$ cat config.mk
export PLATFORM = sky130hd
export DESIGN_NAME = ps2_host_rx
export DESIGN_NICKNAME = d
export VERILOG_FILES = /design/src/rtl/ps2_pkg.sv /design/src/rtl/ps2_line_filter.sv /design/src/rtl/ps2_host_rx.sv
export SDC_FILE = /design/constraint.sdc
export NUM_CORES = 1
export LEC_CHECK = 0
export ABC_AREA = 1
export ABC_CLOCK_PERIOD_IN_PS = 2000
export CAP_MARGIN = 30
export CORE_MARGIN = 2
export CORE_UTILIZATION = 45
export CTS_BUF_LIST = sky130_fd_sc_hd__clkbuf_4 sky130_fd_sc_hd__clkbuf_8
export DETAILED_ROUTE_END_ITERATION = 12
export DONT_BUFFER_PORTS = 1
export GPL_TIMING_DRIVEN = 1
export SYNTH_ARGS = -nofsm -noshare
export SYNTH_HDL_FRONTEND = slang
export SYNTH_HIERARCHICAL = 1
export SYNTH_SLANG_ARGS = --single-unit
$ cat constraint.sdc
create_clock -name clk -period 2 [get_ports clk]
set_clock_uncertainty 0.05 [all_clocks]
set_input_delay 0.1 -clock clk [delete_from_list [all_inputs] [get_ports clk]]
set_output_delay 0.1 -clock clk [all_outputs]
set_load 0.02 [all_outputs]
$ cat src/rtl/ps2_pkg.sv
// Shared definitions for the PS/2 host receiver: error codes, FSM states and
// the odd-parity helper.
package ps2_pkg;

    localparam int PS2_DATA_BITS = 8;

    localparam logic [1:0] PS2_ERR_NONE    = 2'd0;
    localparam logic [1:0] PS2_ERR_PARITY  = 2'd1;
    localparam logic [1:0] PS2_ERR_FRAME   = 2'd2;
    localparam logic [1:0] PS2_ERR_TIMEOUT = 2'd3;

    typedef enum logic [1:0] {
        ST_IDLE   = 2'd0,
        ST_DATA   = 2'd1,
        ST_PARITY = 2'd2,
        ST_STOP   = 2'd3
    } ps2_state_t;

    // PS/2 parity bit makes the total count of ones (data + parity) odd.
    function automatic logic odd_parity(input logic [PS2_DATA_BITS-1:0] d);
        return ~(^d);
    endfunction

endpackage

$ cat src/rtl/ps2_line_filter.sv
// Synchroniser plus glitch filter for one PS/2 line; emits a one-cycle pulse
// on the cycle the filtered level first reads 0 after being 1.
module ps2_line_filter #(
    parameter int SYNC_STAGES = 2,
    parameter int FILTER_LEN  = 8
) (
    input  logic clk,
    input  logic reset,
    input  logic line_in,
    output logic fall
);

    localparam int CNT_W = (FILTER_LEN > 1) ? $clog2(FILTER_LEN) : 1;

    logic [SYNC_STAGES-1:0] sync_q;
    logic                   line_s;
    logic                   level_q;
    logic [CNT_W-1:0]       cnt_q;
    logic                   settled;

    assign line_s  = sync_q[SYNC_STAGES-1];
    assign settled = (cnt_q == CNT_W'(FILTER_LEN - 1));

    // cnt_q counts consecutive samples disagreeing with the filtered level
    always_ff @(posedge clk) begin
        if (reset) begin
            sync_q  <= '1;
            level_q <= 1'b1;
            cnt_q   <= '0;
            fall    <= 1'b0;
        end else begin
            sync_q <= {sync_q[SYNC_STAGES-2:0], line_in};
            fall   <= 1'b0;
            if (line_s == level_q) begin
                cnt_q <= '0;
            end else if (settled) begin
                level_q <= line_s;
                cnt_q   <= '0;
                fall    <= level_q;
            end else begin
                cnt_q <= cnt_q + CNT_W'(1);
            end
        end
    end

endmodule

$ cat src/rtl/ps2_host_rx.sv
// Receive-only PS/2 host: deframes 11-bit frames into a one-entry valid/ready
// buffer. Define PS2_HOST_RX_INHIBIT_EN to hold the device clock low while a byte waits.
module ps2_host_rx
    import ps2_pkg::*;
#(
    parameter int SYNC_STAGES    = 2,
    parameter int FILTER_LEN     = 8,
    parameter int TIMEOUT_CYCLES = 5000
) (
    input  logic       clk,
    input  logic       reset,
    input  logic       ps2_in_clk,
    input  logic       ps2_in_data,
    output logic       ps2_out_clk,
    output logic       ps2_out_data,
    output logic       rx_valid,
    output logic [7:0] rx_data,
    input  logic       rx_ready,
    output logic       rx_error,
    output logic [1:0] rx_err_code,
    output logic       rx_overrun
);

    localparam int TO_W  = $clog2(TIMEOUT_CYCLES + 1);
    localparam int BIT_W = $clog2(PS2_DATA_BITS);

    logic                     fall_p0;
    logic [SYNC_STAGES-1:0]   data_sync_q;
    logic                     data_p0;

    ps2_state_t               state, state_next;
    logic [PS2_DATA_BITS-1:0] shift_q;
    logic [BIT_W-1:0]         bitcnt_q;
    logic [TO_W-1:0]          to_cnt_q;
    logic                     par_err_q;

    logic                     timeout_hit;
    logic                     frame_good;
    logic                     err_hit;
    logic [1:0]               err_code_d;

    // Front end: filtered clock edge and synchronised data, aligned in time
    ps2_line_filter #(
        .SYNC_STAGES (SYNC_STAGES),
        .FILTER_LEN  (FILTER_LEN)
    ) u_clk_filter (
        .clk     (clk),
        .reset   (reset),
        .line_in (ps2_in_clk),
        .fall    (fall_p0)
    );

    always_ff @(posedge clk) begin
        if (reset) data_sync_q <= '1;
        else       data_sync_q <= {data_sync_q[SYNC_STAGES-2:0], ps2_in_data};
    end

    assign data_p0 = data_sync_q[SYNC_STAGES-1];

    // Deframing FSM
    always_ff @(posedge clk) begin
        if (reset) state <= ST_IDLE;
        else       state <= state_next;
    end

    always_comb begin
        state_next = state;
        case (state)
            ST_IDLE:   if (fall_p0 && !data_p0) state_next = ST_DATA;
            ST_DATA: begin
                if (timeout_hit)
                    state_next = ST_IDLE;
                else if (fall_p0 && bitcnt_q == BIT_W'(PS2_DATA_BITS - 1))
                    state_next = ST_PARITY;
            end
            ST_PARITY: begin
                if (timeout_hit)  state_next = ST_IDLE;
                else if (fall_p0) state_next = ST_STOP;
            end
            ST_STOP:   if (timeout_hit || fall_p0) state_next = ST_IDLE;
            default:   state_next = ST_IDLE;
        endcase
    end

    always_comb begin
        timeout_hit = 1'b0;
        frame_good  = 1'b0;
        err_hit     = 1'b0;
        err_code_d  = PS2_ERR_NONE;
        if (state != ST_IDLE && !fall_p0 && to_cnt_q == TO_W'(TIMEOUT_CYCLES - 1)) begin
            timeout_hit = 1'b1;
            err_hit     = 1'b1;
            err_code_d  = PS2_ERR_TIMEOUT;
        end
        if (state == ST_STOP && fall_p0) begin
            if (par_err_q) begin
                err_hit    = 1'b1;
                err_code_d = PS2_ERR_PARITY;
            end else if (!data_p0) begin
                err_hit    = 1'b1;
                err_code_d = PS2_ERR_FRAME;
            end else begin
                frame_good = 1'b1;
            end
        end
    end

    // to_cnt_q holds the number of cycles elapsed since the last accepted edge
    always_ff @(posedge clk) begin
        if (reset) begin
            shift_q   <= '0;
            bitcnt_q  <= '0;
            to_cnt_q  <= '0;
            par_err_q <= 1'b0;
        end else begin
            if (state_next == ST_IDLE) to_cnt_q <= '0;
            else if (fall_p0)          to_cnt_q <= TO_W'(1);
            else                       to_cnt_q <= to_cnt_q + TO_W'(1);

            if (state == ST_IDLE) begin
                bitcnt_q  <= '0;
                par_err_q <= 1'b0;
            end
            if (state == ST_DATA && fall_p0) begin
                shift_q  <= {data_p0, shift_q[PS2_DATA_BITS-1:1]};
                bitcnt_q <= bitcnt_q + BIT_W'(1);
            end
            if (state == ST_PARITY && fall_p0)
                par_err_q <= (data_p0 != odd_parity(shift_q));
        end
    end

    // Output stage: one-entry buffer and status pulses
    always_ff @(posedge clk) begin
        if (reset) begin
            rx_valid    <= 1'b0;
            rx_data     <= '0;
            rx_error    <= 1'b0;
            rx_err_code <= PS2_ERR_NONE;
            rx_overrun  <= 1'b0;
        end else begin
            rx_error    <= err_hit;
            rx_err_code <= err_code_d;
            rx_overrun  <= frame_good && rx_valid && !rx_ready;
            if (frame_good && (!rx_valid || rx_ready)) begin
                rx_data  <= shift_q;
                rx_valid <= 1'b1;
            end else if (rx_valid && rx_ready) begin
                rx_valid <= 1'b0;
            end
        end
    end

    assign ps2_out_data = 1'b1;

`ifdef PS2_HOST_RX_INHIBIT_EN
    // Registered so the open-drain clock request never glitches
    always_ff @(posedge clk) begin
        if (reset) ps2_out_clk <= 1'b1;
        else       ps2_out_clk <= !(rx_valid && state == ST_IDLE);
    end
`else
    assign ps2_out_clk = 1'b1;
`endif

endmodule

**Yosys cells after proc, flatten, opt, wreduce, memory -nomap -nowiden**

Index checks and enable logic that the tools add are counted.

- Bits in read-only memories: 0
- Output and inout port bits: 15
- Bits in registers: 49
- Word-level logic and storage cells: 84
- Latch bits: 0
- Memories kept: 0
- Input bits: 5
- Bits in writable memories: 0

- Multiplexer cells: 25
- $mul: 0
- $add $sub $neg: 3
- Order comparisons: 0
- Shifts and indexed selects: 0
- Reductions and logical operators: 29
- Bitwise logic cells: 3
- Equal/unequal tests: 8
- Div/mod/pow operators: 0

Operators by type and width:

| kind | count |
|---|---|
| 2-bit two-way mux | 10 |
| 13-bit by 1-bit adder with 13-bit output (second input constant) | 1 |
| 13-bit == test (second input constant) | 1 |
| 1-bit two-way mux | 12 |
| 1-bit logical AND | 11 |
| 3-bit OR reduction | 3 |
| 2-bit one-hot mux with 4 select lines | 1 |
| 2-bit nonzero test | 4 |
| 8-bit XOR reduction | 1 |
| 3-bit by 1-bit adder with 3-bit output (second input constant) | 2 |
| 3-bit == test (second input constant) | 2 |
| 3-bit two-way mux | 2 |
| 2-bit == test (second input constant) | 2 |
| 1-bit logical NOT | 4 |
| 2-bit logical NOT | 2 |
| 1-bit inverter | 3 |
| 2-bit by 1-bit == test with 1-bit output (second input constant) | 1 |
| 1-bit logical OR | 2 |
| 2-bit AND reduction | 1 |
| 2-bit OR reduction | 1 |
| 1-bit == test | 1 |
| 1-bit inequality test | 1 |

**Depth between registers and ports, before layout**

Gate-level depths: netlist (run 1).

- Word-level depth: 9
- Gate-level depth with buffers: 11

**Modules after synthesis**

The synthesis (run 1) kept the hierarchy.

By module, submodules not included:

| module | instances | seq. area each (µm²) | cells each | area each (µm²) |
|---|---|---|---|---|
| ps2_host_rx | 1 | 840.8 | 263 | 1980.6 |
| ps2_line_filter | 1 | 140.1 | 27 | 250.2 |

**Least setup slack after synthesis (run 1)**

Ideal clock, no wire load.

- Path kind: reg-to-reg
- Start: register to_cnt_q[0]
- End: register to_cnt_q[10]
- Setup time: 0.140 ns
- Stages on the path, launching flop included: 12
- Arrival: 1.366 ns
- Required time: 1.810 ns
- Setup slack: 0.444 ns
- Path through: dfxtp_1 ha_1 nand2_1 inv_1 nand2_1 nor2_1 nand2_1 nand2_1 nand3_1 nor2_4 buf_6 nor3_2

- Cells in the longest elaborated chain, start to end: 8
- Elaborated cells between the ends (all ways): 11
- Those cells by class: add/sub (1); eq/ne (1); mux (5); reduce/logical (4)

RTL lines:

| element | RTL line | source |
|---|---|---|
| start, declared | ps2_host_rx.sv:34 | `logic [TO_W-1:0] to_cnt_q;` |
| start signal, assigned | ps2_host_rx.sv:118 | `else to_cnt_q <= to_cnt_q + TO_W'(1);` |
| 13-bit == test | ps2_host_rx.sv:90 | `if (state != ST_IDLE && !fall_p0 && to_cnt_q == TO_W'(TIMEOUT_CYCLES - 1)) begin` |
| 1-bit logical AND | ps2_host_rx.sv:90 |  |
| 1-bit two-way mux | ps2_host_rx.sv:90 |  |
| 1-bit logical OR | ps2_host_rx.sv:80 | `ST_STOP: if (timeout_hit \|\| fall_p0) state_next = ST_IDLE;` |
| 2-bit two-way mux | ps2_host_rx.sv:80 |  |
| 2-bit one-hot mux with 4 select lines | ps2_host_rx.sv:68 | `case (state)` |
| 2-bit logical NOT | ps2_host_rx.sv:116 | `if (state_next == ST_IDLE) to_cnt_q <= '0;` |
| 3-bit OR reduction (no source line) | - |  |

Several ways; a longest one is shown, not always the timed one.
A chain may end at the register's enable or synchronous reset.

**Final worst setup path (run 1)**

- Start: register to_cnt_q[0]
- End: register to_cnt_q[0]

- Cells in the longest elaborated chain, start to end: 8
- Elaborated cells between the ends (all ways): 12
- Those cells by class: add/sub (1); eq/ne (1); mux (6); reduce/logical (4)

RTL lines:

| element | RTL line |
|---|---|
| 13-bit == test | ps2_host_rx.sv:90 |
| 1-bit logical AND | ps2_host_rx.sv:90 |
| 1-bit two-way mux | ps2_host_rx.sv:90 |
| 1-bit logical OR | ps2_host_rx.sv:80 |
| 2-bit two-way mux | ps2_host_rx.sv:80 |
| 2-bit one-hot mux with 4 select lines | ps2_host_rx.sv:68 |
| 2-bit logical NOT | ps2_host_rx.sv:116 |
| 2-bit OR reduction (no source line) | - |

Several ways; a longest one is shown, not always the timed one.

==> results of run 1 <==
[path summary, 6_finish.rpt]
kind / slack, ps / endpoint
setup / recovery: 350 / to_cnt_q[0]
hold / removal: 70 / shift_q[1]
setup reg to reg: 350 / to_cnt_q[0]
hold reg to reg: 360 / u_clk_filter/sync_q[1]
[cells in the mapped netlist]
| cell type | number | area share [%] |
|---|---|---|
| nor2_4 | 1 | 0.50 |
| buf_4 | 2 | 0.67 |
| or2_2 | 3 | 0.84 |
| buf_6 | 1 | 0.50 |
| xnor2_1 | 6 | 2.4 |
| inv_1 | 33 | 5.6 |
| nor3_1 | 5 | 1.1 |
| a21oi_1 | 17 | 3.8 |
| nand4_1 | 1 | 0.28 |
| a31o_2 | 1 | 0.39 |
| nor3_4 | 1 | 0.73 |
| o21ai_0 | 9 | 2.0 |
| nand3_1 | 23 | 5.2 |
| a211oi_1 | 1 | 0.34 |
| xor2_1 | 8 | 3.1 |
| conb_1 | 1 | 0.17 |
| nand3b_1 | 3 | 1.0 |
| nor2_2 | 1 | 0.28 |
| ha_1 | 5 | 2.8 |
| nor3_2 | 12 | 5.4 |
| o21ai_1 | 1 | 0.22 |
| or2_1 | 2 | 0.56 |
| nand3_2 | 1 | 0.45 |
| nand2_2 | 2 | 0.56 |
| nor2_1 | 35 | 5.9 |
| inv_2 | 3 | 0.50 |
| clkbuf_1 | 5 | 0.84 |
| a31oi_1 | 1 | 0.28 |
| dfxtp_1 | 49 | 44 |
| nand2_1 | 56 | 9.4 |
| buf_2 | 1 | 0.22 |
[sequential cells by signal, summed over array words and instances (netlist names)]
register / count
to_cnt_q: 13
rx_data: 8
shift_q: 8
bitcnt_q: 3
u_clk_filter/cnt_q: 3
data_sync_q: 2
rx_err_code: 2
state: 2
u_clk_filter/sync_q: 2
par_err_q: 1
rx_error: 1
rx_overrun: 1
rx_valid: 1
u_clk_filter/fall: 1
u_clk_filter/level_q: 1
[cells in the final DEF, fill, tap and decap left out, types with 5 or more instances in the layout]
cell | netlist | routed
ha_1 | 5 | 5
nor3_2 | 12 | 12
nor2_1 | 35 | 35
dfxtp_1 | 49 | 49
o21ai_0 | 9 | 9
clkbuf_8 | 0 | 5
nand3_1 | 23 | 23
inv_1 | 33 | 33
xor2_1 | 8 | 8
xnor2_1 | 6 | 6
a21oi_1 | 17 | 17
nand2_1 | 56 | 56
nor3_1 | 5 | 5
[worst max-delay path, stage by stage (launching register included)]
cell	delay (ps)
dfxtp_1	360
ha_1	210
nand2_1	130
inv_1	70
nand2_1	50
nor2_1	80
nand2_1	50
nand2_1	70
nand3_1	110
nor2_4	140
buf_12	150
nor3_2	40
[final cells by class]
class	count	share of cell area, %
Timing Repair Buffer	5	2.36
Inverter	36	5.54
Tap cell	67	3.43
Clock buffer	5	2.82
Clock inverter	3	1.90
Sequential cell	49	40.2
Multi-Input combinational cell	197	43.8
[cells by family (layout without fill, tap and decap cells)]
logic type | after synthesis | after routing
other cells | 1 | 2
xor+xnor | 14 | 14
buf+inv | 45 | 49
flops | 49 | 49
simple gates | 146 | 146
fa+ha+maj | 5 | 5
compound gates | 30 | 30
[metrics by stage]
step	cell area, um2	setup WS (ps)	hold slack (ps)	utilization (%)	std cells
5_1_grt	2440	209	93.3	51.3	362
3_3_place_gp	2300	389	124	48.3	351
3_5_place_dp	2300	358	124	48.3	351
2_1_floorplan	2230	444	130	-	291
6_report	2440	354	74.8	51.3	362
4_1_cts	2440	341	70.7	51.3	362
[power breakdown]
part           internal, mW  switching (mW)  total (mW)
Clock                 0.374           0.329       0.703
Combinational       0.00955          0.0256      0.0351
Sequential            0.979         0.00143       0.980
[timing repair]
item                       in CTS  in global routing
hold buffers                    3                  0
resized for setup               0                  0
hold endpoints to repair       27                  0
setup endpoints to repair       0                  0
[routing by layer]
metal  vias to the layer above  wire length, um  global-route usage, %
met5                         -                0                      0
li1                        922                -                      -
met1                       764             2090                   23.0
met4                         0               55                   7.14
met2                        34             1560                   22.7
met3                         4              213                   3.66
==> results.ini, run 1 <==
[run_status]
outcome = finished clean

[synth]
synth_adder_area_share_pct = 2.80
synth_area_mm2 = 0.00223
synth_xor_area_share_pct = 5.50
synth_simple_gate_area_share_pct = 32.2
synth-seq-cells = 49
synth_warnings = 6
ys_seq_area_share_pct = 44.0
synth.distinct_cells = 31
synth_compound_area_share_pct = 7.07
synth_mux_area_share_pct = 0
synth_cells = 290
synth_top_family_by_area = simple AND/OR/NAND/NOR gates
avgSynthCellArea_um2 = 7.69

[critical_path]
cp-end-kind = register
reg2reg_depth = 11
cp-startpoint = to_cnt_q[0]
crit_arrival_ps = 1750
cp.required_ps = 2100
setup.worst_path.class = reg -> reg
start_kind = register
worst-path-max-fanout = 13
rr_startpoint = to_cnt_q[0]

[clocking]
cts_made_buffers = 5
cts_sinks = 49
postCtsSetupBuffers = 0
insertion_delay_ps = 300
htreeDepth = 2
clk_path_buf_depth = 2
cts_root_buf = clkbuf_8
cts_tree = yes
clkTransAtPathRegs_ps = 90

[job]
maxCapViolations = 0

[worst_hold_path]
holdPathStages = 3
min-delay-path-class = in -> reg
min_from = reset

[floorplan]
core.rowCount = 25
num_io_pins = 20
die_area_mm2 = 0.00554
start_util_pct = 46.9
die_y_um = 74.4
die_w_um = 74.4
core_mm2 = 0.00475

[placed_design]
portBuffers = 0
dp_hpwl_mm = 2.85
place.gp.congestion = 0.789

[cells_and_area]
drive_above_1_share_pct = 11.9
multi_input_area_mm2 = 0.00107
area_growth_pct = 9.42
ff_latch_area_um2 = 981
num-fill-cells = 482
num_antenna_cells = 0
finalNetCount = 304

[power]
power_density_mw_per_mm2 = 704
max-vdd-ir-drop_v = 0.000399
power_mw = 1.72
p_leak_nw = 0.990

[sta]
max_clock_freq_ghz = 0.607
rsz0062_at_grt = no
fin_crit_sh_pct = 82.3
final.min_clock_period_ps = 1650
maxSlewViolCount = 0
slew_headroom_pct = 40.5
finalHoldViolations = 0
max_slew.worst_pin.slew_ps = 890
report.final.setup_viol = 0
setup_tns_ps = 0

[routing]
drt_iter0_drc = 122
drtAntennaViolNets = 0
wl_per_cell_um = 10.8
dr.pass1.iters = 4
routed_wl_mm = 3.92
vias = 1724
drc = 0
viasPerCell = 4.76

[global_route]
grt_pass1_wl_mm = 6.76
grt_remaining_overflow = 0
track_usage_pct = 16.0
grt_pass1_vias = 1525
grt_max_degree = 25
antenna_found_initial = 0

Note: power is estimated with default switching activity, not from simulation.
==> run 2: changes to the inputs <==
--- a/config.mk
+++ b/config.mk
@@ -5,8 +5,8 @@
 export SDC_FILE = /design/constraint.sdc
 export NUM_CORES = 1
 export LEC_CHECK = 0
-export ABC_AREA = 1
-export ABC_CLOCK_PERIOD_IN_PS = 2000
+export ABC_AREA = 0
+export ABC_CLOCK_PERIOD_IN_PS = 1500
 export CAP_MARGIN = 30
 export CORE_MARGIN = 2
 export CORE_UTILIZATION = 45
==> constraint.sdc (replaced) <==
create_clock -name clk -period 1.5 [get_ports clk]
set_clock_uncertainty 0.05 [all_clocks]
set_input_delay 0.075 -clock clk [delete_from_list [all_inputs] [get_ports clk]]
set_output_delay 0.075 -clock clk [all_outputs]
set_load 0.02 [all_outputs]
==> results.ini, run 2 <==
[synth]
synth_edf_count = 0
yosysTopAreaCell = dfxtp_1
synth_area_mm2 = 0.00199
synth.distinct_cells = 39
synth.most_common_cell = dfxtp_1
synth_cells = 214
synthTopCellsByCount = dfxtp_1, nand2_1, nor2_1, xnor2_1, a21oi_1
yosys_most_used_dff = dfxtp_1
synth-seq-cells = 49
synth_top_area_share_pct = 49.4
async_flop_share_pct = 0
ys_seq_area_share_pct = 49.4
synth_warnings = 6
synth_area_leaders = dfxtp_1, xnor2_1, nand2_1
avgSynthCellArea_um2 = 9.28

[global_route]
track_usage_pct = 15.3
antenna_found_initial = 0
grt_pass1_wl_mm = 6.06
grt_pass1_vias = 1358
grt_remaining_overflow = 0
grt_max_degree = 40

[worst_hold_path]
min-delay-path-class = in -> reg
min_from = reset

[floorplan]
start_util_pct = 46.2
core.rowCount = 24
die_area_mm2 = 0.00496
die_w_um = 70.4
die_y_um = 70.4
num_io_pins = 20
core_mm2 = 0.00429

[routing]
vias = 1501
drc = 0
drt_iter0_drc = 80
viasPerCell = 5.18
drtAntennaViolNets = 0
dr.pass1.iters = 4
routed_wl_mm = 3.55
wl_per_cell_um = 12.2

[sta]
rsz0062_at_grt = yes
fin_crit_sh_pct = 119
fin_ws_ps = -279
max_slew.worst_pin.slew_ps = 656
slew_headroom_pct = 55.9
finalHoldViolations = 33
final.min_clock_period_ps = 1780
whs_ps = -199
maxSlewViolCount = 0
report.final.setup_viol = 18
max_clock_freq_ghz = 0.562

[power]
p_leak_nw = 0.846
seqPwrFrac_pct = 62.1
power_mw = 2.11
power_density_mw_per_mm2 = 897
pwr-share-clk_pct = 36.6
power.internal_mw = 1.71
switching_power_mw = 0.400
swShare_pct = 19.0
max-vdd-ir-drop_v = 0.000569
combPwrFrac_pct = 1.3

[cells_and_area]
final_cell_mix = dfxtp_1, nor2_1, nand2_1, buf_4, xnor2_1
ff_latch_area_um2 = 987
largest-register = to_cnt_q
num_antenna_cells = 0
finalNetCount = 248
largest_reg_flops = 13
post-route-util_pct = 54.7
drive_above_1_share_pct = 20.2
multi_input_area_um2 = 957
area_growth_pct = 18.3
num-fill-cells = 417
top_regs = to_cnt_q x13, rx_data x8, shift_q x8
final_common_cell = dfxtp_1

[critical_path]
worst-path-max-fanout = 5
setup.worst_path.class = reg -> reg
critical_path.max_stage_delay_ps = 510
cp-end-kind = register
path_cells = or4_1 -> or4_4 -> or2_4 -> a21oi_2
rr_startpoint = to_cnt_q[6]
cp.required_ps = 1680
crit_arrival_ps = 1960
crit_slowest_cell = or4_1
start_kind = register
cp-startpoint = to_cnt_q[6]

[clocking]
cts_made_buffers = 5
cts_hold_buf = 6
cts_root_buf = clkbuf_8
clk_path_buf_depth = 2
cts_sinks = 49
clkTransAtPathRegs_ps = 80
htreeDepth = 2
cts_tree = yes
insertion_delay_ps = 290

[placed_design]
portBuffers = 0
place.gp.congestion = 0.805
dp_hpwl_mm = 2.59

[run_status]
outcome = complete, but fails checks
violations = hold timing, setup timing

[job]
maxCapViolations = 0

run 2: cell type report:
class	instances	share of cell area, %
tap	52	2.77
timing repair buffer	27	9.80
multi-input combinational	150	40.8
clock buffer	7	3.84
inverter	5	0.799
sequential	49	42.0
run 2: repair_timing:
item	in CTS	in global routing
resized for setup	3	2
cloned	0	0
setup buffers	1	0
endpoints found under the hold margin	37	33
endpoints found under the setup margin	18	22
run 2: worst paths after layout:
path	endpoint	cells after the start	slack [ps]
min reg2reg	u_clk_filter/cnt_q[0]	1	390
min	shift_q[2]	1	-200
max	rx_err_code[1]	4	-280
max reg2reg	rx_err_code[1]	4	-280
run 2: power by group through the flow:
stage	logic [mW]	clock network, mW	registers [mW]
floorplan	0.0289	0	1.34
global placement	0.0158	0	1.34
detailed placement	0.0160	0	1.34
CTS	0.0267	0.793	1.31
global route	0.0291	0.856	1.31
finish	0.0268	0.771	1.31
run 2: per-stage QoR:
stage / setup WS (ps) / area [um2] / cells / TNS [ps]
floorplan: -238 / 2000 / 215 / -3000
finish: -279 / 2350 / 290 / -4260
global route: -346 / 2350 / 290 / -5420
detailed placement: -267 / 2190 / 277 / -3960
global placement: -240 / 2190 / 277 / -3630
CTS: -285 / 2350 / 290 / -4300
run 2: logic make-up (layout without fill, tap and decap cells):
kind of cell | count (synthesis) | after routing | synth area share, %
and+or+nand+nor | 89 | 89 | 21.8
adders and majority gates | 5 | 5 | 3.15
DFF | 49 | 49 | 49.4
other | 1 | 2 | 0.189
AOI/OAI and AO/OA | 26 | 26 | 8.32
xor gates and xnor gates | 19 | 19 | 9.07
buffers and inverters | 16 | 39 | 3.53
muxes | 9 | 9 | 4.54
run 2: metal layers:
metal / wire [um] / vias to the layer above / share of wire (%) / GRT usage (%)
met5: 0 / - / 0 / 0
met2: 1730 / 33 / 49 / 24.0
met1: 1600 / 699 / 45 / 20.1
li1: - / 762 / - / -
met3: 148 / 7 / 4.2 / 3.75
met4: 65 / 0 / 1.8 / 6.41
run 2: worst max-delay path, delay by kind of cell, from the launching register on:
family             cells  cell delay, ps
DFF                    1             310
and+or+nand+nor        3            1230
AOI/OAI and AO/OA      1             120
==> run 3: changes to the inputs <==
--- a/config.mk
+++ b/config.mk
@@ -14,6 +14,7 @@
 export DETAILED_ROUTE_END_ITERATION = 12
 export DONT_BUFFER_PORTS = 1
 export GPL_TIMING_DRIVEN = 1
+export MAX_ROUTING_LAYER = met4
 export SYNTH_ARGS = -nofsm -noshare
 export SYNTH_HDL_FRONTEND = slang
 export SYNTH_HIERARCHICAL = 1
==> results.ini, run 3 (synthesized netlist as in run 2, its figures left out) <==
[run_status]
outcome = complete, but fails checks
violations = hold timing, setup timing

[power]
pwr-share-clk_pct = 36.7
p_leak_nw = 0.846
combPwrFrac_pct = 1.3
max-vdd-ir-drop_v = 0.000569
swShare_pct = 19.1
switching_power_mw = 0.402
power_density_mw_per_mm2 = 898
seqPwrFrac_pct = 62.1
power.internal_mw = 1.71

[sta]
final.min_clock_period_ps = 1780
maxSlewViolCount = 0
max_clock_freq_ghz = 0.562
slew_headroom_pct = 56.0
fin_ws_ps = -278
max_slew.worst_pin.slew_ps = 655
rsz0062_at_grt = yes
whs_ps = -201
report.final.setup_viol = 18
finalHoldViolations = 33
fin_crit_sh_pct = 119

[cells_and_area]
final_cell_mix = dfxtp_1, nor2_1, nand2_1, buf_4, xnor2_1
largest-register = to_cnt_q
top_regs = to_cnt_q x13, rx_data x8, shift_q x8
drive_above_1_share_pct = 20.2
multi_input_area_um2 = 957
finalNonFillerCells = 290
num-fill-cells = 417
largest_reg_flops = 13
ff_latch_area_um2 = 987
finalNetCount = 248
final_common_cell = dfxtp_1
num_antenna_cells = 0
area_growth_pct = 18.3

[floorplan]
num_io_pins = 20
start_util_pct = 46.2
core.rowCount = 24
die_y_um = 70.4
core_mm2 = 0.00429
die_w_um = 70.4
die_area_mm2 = 0.00496

[clocking]
cts_tree = yes
cts_hold_buf = 6
cts_root_buf = clkbuf_8
htreeDepth = 2
clk_path_buf_depth = 2
clkTransAtPathRegs_ps = 80
cts_sinks = 49
cts_made_buffers = 5
insertion_delay_ps = 290

[placed_design]
dp_slack_ps = -267
dp_hpwl_mm = 2.59
placed_cells = 277
place.gp.congestion = 0.817
portBuffers = 0

[routing]
drtAntennaViolNets = 0
viasPerCell = 5.16
dr.pass1.iters = 4
drt_iter0_drc = 79
vias = 1495
wl_per_cell_um = 12.2
routed_wl_mm = 3.55
drc = 0

[critical_path]
cp.required_ps = 1680
cp-startpoint = to_cnt_q[6]
setup.worst_path.class = reg -> reg
worst-path-max-fanout = 5
cp-end-kind = register
start_kind = register
rr_startpoint = to_cnt_q[6]
crit_arrival_ps = 1960

[global_route]
grt_pass1_wl_mm = 6.06
track_usage_pct = 15.8
grt_pass1_vias = 1357
grt_remaining_overflow = 0
grt_max_degree = 40
antenna_found_initial = 0

[worst_hold_path]
min_from = reset
min-delay-path-class = in -> reg

[job]
maxCapViolations = 0

[run 3: cell counts in the layout (fill, tap and decap cells not counted)]
No cell type changed its count.
[run 3: path summary, 6_finish.rpt]
| path | endpoint | slack [ps] | depth (start not counted) |
|---|---|---|---|
| max | rx_err_code[1] | -280 | 4 |
| min | shift_q[2] | -200 | 1 |
| max reg2reg | rx_err_code[1] | -280 | 4 |
| min reg2reg | u_clk_filter/cnt_q[0] | 390 | 1 |
[run 3: per-layer routing]
layer | routed length, um | global-route usage [%] | vias to the layer above
met5 | 0 | - | -
met4 | 62 | 6.41 | 0
met3 | 142 | 3.75 | 7
met2 | 1720 | 23.9 | 27
met1 | 1630 | 20.4 | 699
li1 | - | - | 762
[run 3: power groups by stage]
stage | Combinational [mW] | Clock (mW) | Sequential [mW]
4_1_cts | 0.0267 | 0.793 | 1.31
5_1_grt | 0.0291 | 0.856 | 1.31
3_5_place_dp | 0.0160 | 0 | 1.34
6_report | 0.0268 | 0.773 | 1.31
2_1_floorplan | 0.0289 | 0 | 1.34
3_3_place_gp | 0.0158 | 0 | 1.34
[run 3: metrics by stage]
stage / hold slack [ps] / setup TNS [ps] / instance area [um2] / utilization [%] / power [mW]
floorplan: 104 / -3000 / 2000 / - / 1.37
global placement: 94.4 / -3630 / 2190 / 51.0 / 1.36
detailed placement: 94.7 / -3960 / 2190 / 51.0 / 1.36
CTS: -221 / -4300 / 2350 / 54.6 / 2.13
global route: -229 / -5420 / 2350 / 54.7 / 2.19
finish: -201 / -4250 / 2350 / 54.7 / 2.11
[run 3: layout make-up]
| type | count | share of cell area [%] |
|---|---|---|
| multi-input combinational | 150 | 40.8 |
| timing repair buffer | 27 | 9.80 |
| sequential | 49 | 42.0 |
| tap | 52 | 2.77 |
| clock buffer | 7 | 3.84 |
| inverter | 5 | 0.799 |
[run 3: worst max-delay path: stages (launching register included)]
cell and delay, ps:
dfxtp_1 320, or4_1 510, or4_4 450, or2_4 270, a21oi_2 120
[run 3: what timing repair did]
action                     4_1_cts  5_1_grt
hold endpoints to repair        37       33
buffers inserted                 1        0
gates resized for setup          3        2
setup endpoints to repair       18       22
